### config.mk
export PLATFORM = sky130hd
export DESIGN_NAME = mem_lsu
export DESIGN_NICKNAME = d
export VERILOG_FILES = /design/src/rtl/mem_lsu.sv
export SDC_FILE = /design/constraint.sdc
export NUM_CORES = 1
export LEC_CHECK = 0
export ABC_AREA = 1
export ABC_CLOCK_PERIOD_IN_PS = 2800
export CORE_AREA = 2 2 104 106
export CTS_BUF_LIST = sky130_fd_sc_hd__clkbuf_2
export DETAILED_ROUTE_END_ITERATION = 7
export DIE_AREA = 0 0 106 108
export PLACE_DENSITY = 0.83
export SETUP_SLACK_MARGIN = 0.05
export SYNTH_ARGS = -nofsm -noshare
export SYNTH_HDL_FRONTEND = slang
export SYNTH_SLANG_ARGS = --single-unit
### constraint.sdc
create_clock -name clk -period 2.8 [get_ports clk]
set_input_delay 0.7 -clock clk [delete_from_list [all_inputs] [get_ports clk]]
set_output_delay 0.7 -clock clk [all_outputs]
set_load 0.005 [all_outputs]
### src/rtl/mem_lsu.sv
// Memory-stage load/store unit: drives a req/gnt/rvalid data bus, stalls the pipeline while an access is open,
// and returns extended load data. Define LSU_MISALIGN_TRAP_EN to trap misaligned half/word accesses.
`ifndef AluOpBus
`define AluOpBus 7:0
`endif
`ifndef RegAddrBus
`define RegAddrBus 4:0
`endif
`ifndef RegBus
`define RegBus 31:0
`endif
`ifndef DataAddrBus
`define DataAddrBus 31:0
`endif
`ifndef EXE_LB_OP
`define EXE_LB_OP  8'b11100000
`define EXE_LH_OP  8'b11100001
`define EXE_LW_OP  8'b11100011
`define EXE_LBU_OP 8'b11100100
`define EXE_LHU_OP 8'b11100101
`define EXE_SB_OP  8'b11101000
`define EXE_SH_OP  8'b11101001
`define EXE_SW_OP  8'b11101011
`endif

module mem_lsu (
  input  logic               clk,
  input  logic               rst,
  input  logic [`AluOpBus]   aluop_i,
  input  logic [`DataAddrBus] mem_addr_i,
  input  logic [`RegBus]     reg2_i,
  input  logic [`RegAddrBus] wd_i,
  input  logic               wreg_i,
  input  logic [`RegBus]     wdata_i,
  output logic [`RegAddrBus] wd_o,
  output logic               wreg_o,
  output logic [`RegBus]     wdata_o,
  output logic               stallreq_o,
  output logic               dbus_req_o,
  output logic               dbus_we_o,
  output logic [31:0]        dbus_addr_o,
  output logic [3:0]         dbus_be_o,
  output logic [31:0]        dbus_wdata_o,
  input  logic               dbus_gnt_i,
  input  logic               dbus_rvalid_i,
  input  logic [31:0]        dbus_rdata_i,
  output logic               misalign_o,
  output logic [1:0]         dbg_state_o
);

  // Bus handshake: a request is presented while dbus_req_o is high and transfers in the cycle dbus_gnt_i is
  // also high; load data arrives later as a single dbus_rvalid_i pulse, only honoured in S_WAIT_R.
  typedef enum logic [1:0] {
    S_IDLE   = 2'd0,
    S_REQ    = 2'd1,
    S_WAIT_R = 2'd2,
    S_DONE   = 2'd3
  } state_t;

  state_t      r_state;
  logic [31:0] r_load_data;

  logic        w_is_load;
  logic        w_is_store;
  logic        w_memop;
  logic        w_signed;
  logic [1:0]  w_size;
  logic [1:0]  w_lane;
  logic [3:0]  w_be;
  logic [31:0] w_st_data;
  logic [31:0] w_shifted;
  logic [31:0] w_load_ext;
  logic        w_trap;
  logic        w_trap_done;

  always_comb begin
    w_is_load  = 1'b0;
    w_is_store = 1'b0;
    w_signed   = 1'b0;
    w_size     = 2'd0;
    case (aluop_i)
      `EXE_LB_OP:  begin w_is_load  = 1'b1; w_signed = 1'b1; w_size = 2'd0; end
      `EXE_LBU_OP: begin w_is_load  = 1'b1; w_size = 2'd0; end
      `EXE_LH_OP:  begin w_is_load  = 1'b1; w_signed = 1'b1; w_size = 2'd1; end
      `EXE_LHU_OP: begin w_is_load  = 1'b1; w_size = 2'd1; end
      `EXE_LW_OP:  begin w_is_load  = 1'b1; w_size = 2'd2; end
      `EXE_SB_OP:  begin w_is_store = 1'b1; w_size = 2'd0; end
      `EXE_SH_OP:  begin w_is_store = 1'b1; w_size = 2'd1; end
      `EXE_SW_OP:  begin w_is_store = 1'b1; w_size = 2'd2; end
      default:     begin w_is_load  = 1'b0; end
    endcase
  end

  assign w_memop = w_is_load | w_is_store;

  always_comb begin
    w_lane    = 2'd0;
    w_be      = 4'hF;
    w_st_data = reg2_i;
    case (w_size)
      2'd0: begin
        w_lane    = mem_addr_i[1:0];
        w_be      = 4'b0001 << w_lane;
        w_st_data = {4{reg2_i[7:0]}};
      end
      2'd1: begin
        w_lane    = {mem_addr_i[1], 1'b0};
        w_be      = 4'b0011 << w_lane;
        w_st_data = {2{reg2_i[15:0]}};
      end
      default: begin
        w_lane    = 2'd0;
        w_be      = 4'hF;
        w_st_data = reg2_i;
      end
    endcase
  end

  assign w_shifted = dbus_rdata_i >> {w_lane, 3'b000};

  always_comb begin
    w_load_ext = dbus_rdata_i;
    case (w_size)
      2'd0:    w_load_ext = {{24{w_signed & w_shifted[7]}}, w_shifted[7:0]};
      2'd1:    w_load_ext = {{16{w_signed & w_shifted[15]}}, w_shifted[15:0]};
      default: w_load_ext = dbus_rdata_i;
    endcase
  end

`ifdef LSU_MISALIGN_TRAP_EN
  logic r_misalign;
  assign w_trap = w_memop & (((w_size == 2'd1) & mem_addr_i[0]) |
                             ((w_size == 2'd2) & (mem_addr_i[1:0] != 2'b00)));
  assign w_trap_done = r_misalign & (r_state == S_DONE);
`else
  assign w_trap      = 1'b0;
  assign w_trap_done = 1'b0;
`endif

  always_ff @(posedge clk or posedge rst) begin
    if (rst) begin
      r_state     <= S_IDLE;
      r_load_data <= 32'd0;
`ifdef LSU_MISALIGN_TRAP_EN
      r_misalign  <= 1'b0;
`endif
    end else begin
      case (r_state)
        S_IDLE: begin
          if (w_memop) begin
            if (w_trap) begin
              r_state <= S_DONE;
`ifdef LSU_MISALIGN_TRAP_EN
              r_misalign <= 1'b1;
`endif
            end else if (dbus_gnt_i) begin
              r_state <= w_is_store ? S_DONE : S_WAIT_R;
            end else begin
              r_state <= S_REQ;
            end
          end
        end
        S_REQ: begin
          if (dbus_gnt_i) r_state <= w_is_store ? S_DONE : S_WAIT_R;
        end
        S_WAIT_R: begin
          if (dbus_rvalid_i) begin
            r_load_data <= w_load_ext;
            r_state     <= S_DONE;
          end
        end
        S_DONE: begin
          r_state <= S_IDLE;
`ifdef LSU_MISALIGN_TRAP_EN
          r_misalign <= 1'b0;
`endif
        end
        default: r_state <= S_IDLE;
      endcase
    end
  end

  assign dbus_req_o   = (((r_state == S_IDLE) & w_memop) | (r_state == S_REQ)) & ~w_trap;
  assign stallreq_o   = w_memop & (r_state != S_DONE);
  assign dbus_we_o    = dbus_req_o & w_is_store;
  assign dbus_addr_o  = dbus_req_o ? {mem_addr_i[31:2], 2'b00} : 32'd0;
  assign dbus_be_o    = dbus_req_o ? w_be : 4'd0;
  assign dbus_wdata_o = dbus_we_o ? w_st_data : 32'd0;

  assign wd_o        = wd_i;
  assign wreg_o      = wreg_i & ~w_trap_done;
  assign wdata_o     = w_trap_done ? 32'd0 : (w_is_load ? r_load_data : wdata_i);
  assign misalign_o  = w_trap_done;
  assign dbg_state_o = r_state;

endmodule

==> run metrics, run 1 <==
status complete, but fails checks; violated checks setup timing; total power 2.96 mW; Compound-Gate Fraction of Synth Area 0.145; die area 11400 um2; RePlAce Congestion 0.926; RR Startpoint dbg_state_o[1]$_DFFE_PP0P_; TritonRoute pass-1 iters 5; final instance area 7320 um2; minimum clock period 3.02 ns; r2r endpoint r_load_data[18]$_DFFE_PP0P_; clk slew on worst S/H paths 0.18 ns; Max IR drop VDD 0.216 mV; post-route insts no fill 1099; # port buffers 242; Yosys reg bits 34; clock root buffer clkbuf_2; hold endpoint r_load_data[6]$_DFFE_PP0P_; Synth top cells by count nand2_1 (211), nor2_1 (99), inv_1 (88), a21oi_1 (40), nand3_1 (37); leakage 3.94 nW; crit path max fanout 10; setup slack after layout -0.224 ns; Die Span Y 108 um; FP Rows 37; Power Density 404 nW/um2; Final Hold Vio Count 0; CTS tree done; most numerous cell in the Yosys netlist nand2_1; Synth Flop Type dfrtp_1; Worst setup EP type output pin; via count 5468; cell area after synthesis 3500 um2; Nets 1112; Reg2Reg Depth 7; share of layout cells above drive strength 1 0.394; endpoints failing setup 94; EDFF count, synth 0; Final ANT Viol Nets 0; Initial Util 0.342; Via density 4.98; core area 10200 um2; XOR/XNOR Fraction of Synth Area 0; hold-critical path depth 2; Skew-Pair Late Insertion Delay 0.42 ns; adder-cell share of the synthesized area 0.0143; Yosys top cell area share 0.243; Final Skew 0.0211 ns; post-synthesis mux area share 0; Mapped Cells 631; Crit Path Category in -> out; Top Ports 258; H-tree Lvls 2; worst endpoint required time 2.10 ns; Clock Path Buffers 2; yosys warns 0; Num CTS Buffers 5; Remaining DRCs 0; sequential share of the synthesized area 0.243; diode count 0; DRT iter0 DRCs 409; vias in the first global route 5283; placed instance count 1030; Detail Placement HPWL 11500 um; fmax 331 MHz; initial antenna violation count 0; Reg2Reg Setup Slack 1.10 ns; Slew Limit Fails 0; async set-reset flop share out of synthesis 1.00; largest family of logic cells by synthesized area simple AND/OR/NAND/NOR gates; hold path start r_load_data[6]$_DFFE_PP0P_; final hold slack 0.531 ns; largest net degree at the start of global routing 40; Die X 106 um; top cells by area, synth dfrtp_1 (24%), nand2_1 (23%), nor2_1 (11%), inv_1 (9.4%), a21oi_1 (5.7%); Post-Synth Simple-Gate Area 0.435; mean post-synth cell area 5.55 um2; first-pass GRT wire length 25200 um; Hold WC Path Type reg -> reg; WL final 17600 um; WP data arrival 2.32 ns; cts hold-fix bufs 0; dpl ws -0.882 ns; GR Overflow Total 0; largest area contributor in the netlist dfrtp_1; RSZ-0062 raised after global routing true; Final Cycle Share 1.08; Total GRT Usage 0.275; Synth cell types 35; crit start category primary input; area grow syn2layout 109%; clock sinks 34; placed cell area 6370 um2; WL/cell 16.0 um; MaxCap Viol Count 0
worst max path at each step:
stage,startpoint,to,slack [ns]
floorplan,aluop_i[3],dbus_wdata_o[12],0.16
finish,aluop_i[4],dbus_addr_o[11],-0.22
global route,aluop_i[4],dbus_addr_o[11],-0.32
CTS,aluop_i[4],dbus_addr_o[30],-0.24
global placement,aluop_i[6],dbus_wdata_o[8],-0.86
detailed placement,aluop_i[6],dbus_wdata_o[12],-0.88
registers in the layout, indices dropped and copies added (netlist names):
name	flops
dbg_state_o	2
r_load_data	32
cell usage in the layout (no fill, tap or decap), drive strengths merged:
cell,instances
a31oi,1
a21oi,40
o21ai,28
o31ai,1
clkdlybuf4s50,133
clkdlybuf4s15,2
nor4,1
nand4,1
o21bai,2
nor3,4
clkinv,4
nor2,103
clkinvlp,2
dfrtp,34
nand2,215
conb,3
buf,200
or2,4
ha,4
inv,94
o211ai,6
nand3,42
clkbuf,29
a211oi,3
o22ai,7
power by group:
part	switching (mW)	internal, mW	total (mW)
combinational	0.972	0.866	1.84
clock	0.190	0.0568	0.247
sequential	0.134	0.738	0.873
metrics by stage:
| stage | utilization | setup TNS [ns] |
|---|---|---|
| floorplan | - | 0 |
| global placement | 0.623 | -83.45 |
| detailed placement | 0.623 | -86.33 |
| CTS | 0.661 | -9.89 |
| global route | 0.715 | -20.10 |
| finish | 0.715 | -12.35 |
worst max-delay path, cell delays in order:
cell and delay (ns):
buf_6 0.09, inv_4 0.04, buf_6 0.09, nand2_4 0.04, nor2_4 0.19, nand2_2 0.11, nand2_4 0.10, nor2_2 0.05
o21ai_2 0.16, buf_6 0.13, clkinvlp_4 0.10, buf_6 0.15, buf_16 0.15, nor2_1 0.09, buf_2 0.11
per-layer routing:
layer | track usage | vias to the layer above | part of all wire
li1 | - | 2591 | -
met1 | 0.305 | 2462 | 0.36
met2 | 0.496 | 336 | 0.49
met3 | 0.0681 | 79 | 0.093
met4 | 0.130 | 0 | 0.054
met5 | 0 | - | 0
cells by family after synthesis:
| logic type | after synthesis |
|---|---|
| adders and majority gates | 4 |
| and+or+nand+nor | 370 |
| AOI/OAI and AO/OA | 88 |
| DFF | 34 |
| buffers and inverters | 134 |
| other | 1 |
timing repair:
| item | 4_1_cts | 5_1_grt |
|---|---|---|
| buffers inserted | 41 | 18 |
| pin swaps | 23 | 22 |
| hold endpoints to repair | 0 | 0 |
| endpoints found under the setup margin | 102 | 125 |
| gates resized for setup | 445 | 209 |
| cloned | 5 | 5 |
area by class of cell:
cell class / count / area, um2
Timing Repair Buffer: 359 / 3180
Tap cell: 136 / 170
Fill cell: 783 / 2910
Sequential cell: 34 / 851
Inverter: 94 / 390
Clock inverter: 3 / 16.3
Clock buffer: 5 / 25.0
Multi-Input combinational cell: 465 / 2650
Timing Repair inverter: 3 / 43.8
No activity file was read; power rests on OpenSTA's default activity.
==> inputs of run 2 (changes only) <==
--- a/config.mk
+++ b/config.mk
@@ -16,3 +16,4 @@
 export SYNTH_ARGS = -nofsm -noshare
 export SYNTH_HDL_FRONTEND = slang
 export SYNTH_SLANG_ARGS = --single-unit
+export TNS_END_PERCENT = 50
==> run 2 against run 1 <==
  * Largest cell class unchanged
  * Largest power group unchanged
  * Sequential share of layout area grew 0.78 points
  * Hold slack got worse by 0.0066 ns
  * The run still ends with setup timing left
  * Routed wire length down 2.1%
  * Final area shrank 6.3%
  * Register-to-register slack about the same
==> run metrics, run 2 (synthesized netlist as in run 1, its figures left out) <==
status complete, but fails checks (unchanged); violated checks setup timing (unchanged); Slew @ Worst Pin 0.518 ns; vias in the first global route 5268 (was 5283); die area 11400 um2 (unchanged); Max IR drop VDD 0.264 mV (was 0.216 mV); most common library cell in the layout ignoring fill and taps nand2_1 (unchanged); Crit path top cell by count buf_6 (unchanged); most frequent cells in the layout nand2_1 (199), clkdlybuf4s50_1 (133), inv_1 (83) (was nand2_1 (164), clkdlybuf4s50_1 (133), inv_1 (85)); WP data arrival 2.42 ns (was 2.32 ns); clock root buffer clkbuf_2 (unchanged); crit start category primary input (unchanged); FP Rows 37 (unchanged); CP max stage delay 0.25 ns (was 0.19 ns); Total GRT Usage 0.279 (was 0.275); DRT iter0 DRCs 334 (was 409); Worst setup EP type output pin (unchanged); Slew HR 0.654; Detail Placement HPWL 11500 um (unchanged); final instance area 6860 um2 (was 7320 um2); share of layout cells above drive strength 1 0.331 (was 0.394); TritonRoute pass-1 iters 5 (unchanged); Via density 4.94 (was 4.98); area grow syn2layout 95.8% (was 109%); post-route insts no fill 1083 (was 1099); Remaining DRCs 0 (unchanged); WP buf/inv 8 (unchanged); ordered list of cells on the worst path buf_6 -> inv_4 -> nand4_1 -> buf_4 -> a211oi_4 -> nor2_4 -> o21ai_2 -> buf_6 -> clkinvlp_4 -> buf_6 -> clkbuf_16 -> nor2_4 -> buf_6 (was buf_6 -> inv_4 -> buf_6 -> nand2_4 -> nor2_4 -> nand2_2 -> nand2_4 -> nor2_2 -> o21ai_2 -> buf_6 -> clkinvlp_4 -> buf_6 -> buf_16 -> nor2_1 -> buf_2); Biggest register r_load_data (unchanged); GR Overflow Total 0 (unchanged); Final Hold Vio Count 0 (unchanged); clock sinks 34 (unchanged); Final Skew 0.0162 ns (was 0.0211 ns); Final Cycle Share 1.11 (was 1.08); fmax 320 MHz (was 331 MHz); Final ANT Viol Nets 0 (unchanged); Crit Path Category in -> out (unchanged); endpoints failing setup 69 (was 94); dpl ws -0.882 ns (unchanged); Clock Path Buffers 2 (unchanged); total power 2.90 mW (was 2.96 mW); critical path's slowest cell a211oi_4 (was nor2_4); Slew Limit Fails 0 (unchanged); Reg2Reg Depth 7 (unchanged); Die Span Y 108 um (unchanged); H-tree Lvls 2 (unchanged); hold-critical path depth 2 (unchanged); Top Ports 258 (unchanged); core area 10200 um2 (unchanged); minimum clock period 3.12 ns (was 3.02 ns); Num CTS Buffers 5 (unchanged); Levels on crit path 13 (was 15); Power Density 423 nW/um2 (was 404 nW/um2); worst endpoint required time 2.10 ns (about the same); WL/cell 15.9 um (was 16.0 um); via count 5345 (was 5468); first-pass GRT wire length 25500 um (was 25200 um); number of flip-flops in the largest register 32 (unchanged); Die X 106 um (unchanged); Initial Util 0.342 (unchanged); RSZ-0062 raised after global routing true (unchanged); initial antenna violation count 2 (was 0); setup slack after layout -0.321 ns (was -0.224 ns); top cell family by delay on the critical path buffers and inverters (unchanged); Hold WC Path Type reg -> reg (unchanged); Skew-Pair Late Insertion Delay 0.42 ns (about the same); RePlAce Congestion 0.926 (unchanged); placed cell area 6370 um2 (unchanged); Nets 1094 (was 1112); leakage 3.77 nW (was 3.94 nW); largest net degree at the start of global routing 40 (unchanged); WL final 17200 um (was 17600 um); clk slew on worst S/H paths 0.18 ns (about the same); final hold slack 0.524 ns (was 0.531 ns); CTS tree done (unchanged); MaxCap Viol Count 0 (unchanged); crit path max fanout 5 (was 10); # port buffers 242 (unchanged); placed instance count 1030 (unchanged)
==> run 2: per-layer routing <==
layer | global-route usage | vias up | wire length [um]
met3 | 0.0759 | 61 | 1640
met2 | 0.502 | 349 | 8350
met1 | 0.307 | 2376 | 6390
li1 | - | 2559 | -
met4 | 0.131 | 0 | 865
met5 | 0 | - | 0
==> run 2: final timing paths <==
| path | slack [ns] | from | to |
|---|---|---|---|
| worst min-delay path | 0.52 | r_load_data[2]$_DFFE_PP0P_ | r_load_data[2]$_DFFE_PP0P_ |
| worst min register to register | 0.52 | r_load_data[2]$_DFFE_PP0P_ | r_load_data[2]$_DFFE_PP0P_ |
| worst max-delay path | -0.32 | aluop_i[4] | dbus_addr_o[30] |
| worst max register to register | 1.11 | dbg_state_o[1]$_DFFE_PP0P_ | r_load_data[17]$_DFFE_PP0P_ |
| max in group asynchronous | 1.82 | rst | r_load_data[18]$_DFFE_PP0P_ |
| min in group asynchronous | 0.66 | rst | r_load_data[19]$_DFFE_PP0P_ |
==> run 2: power by group <==
| part | switching (mW) | total [mW] | internal [mW] | leakage, nW |
|---|---|---|---|---|
| clock network | 0.188 | 0.245 | 0.0568 | 0.0264 |
| logic | 0.934 | 1.80 | 0.869 | 3.34 |
| registers | 0.116 | 0.854 | 0.738 | 0.408 |
==> run 2: area by class of cell <==
type	instances	area [um2]
Clock buffer	5	25.0
Fill cell	848	3370
Antenna cell	2	5.00
Clock inverter	3	16.3
Multi-Input combinational cell	465	2450
Timing Repair Buffer	343	2960
Timing Repair inverter	1	8.76
Inverter	94	380
Sequential cell	34	851
Tap cell	136	170
==> run 2: through the flow <==
| stage | setup TNS, ns | util |
|---|---|---|
| floorplan | 0 | - |
| global placement | -83.45 | 0.623 |
| detailed placement | -86.33 | 0.623 |
| CTS | -10.58 | 0.661 |
| global route | -20.94 | 0.670 |
| finish | -15.40 | 0.670 |
==> run 2: what timing repair did <==
item / in CTS / in global routing
hold endpoints to repair: 0 / 0
gates resized for setup: 460 / 101
setup endpoints to repair: 102 / 125
pin swaps: 20 / 17
hold buffers: 0 / 0
buffers inserted: 36 / 7
gates cloned: 5 / 2
==> run 2: worst register-to-register path, cell delays in order, from the launching register on <==
cell	delay [ns]
dfrtp_1	0.46
buf_4	0.17
ha_1	0.19
nand2_1	0.08
inv_1	0.24
or2_2	0.36
nand2_1	0.07
inv_1	0.03
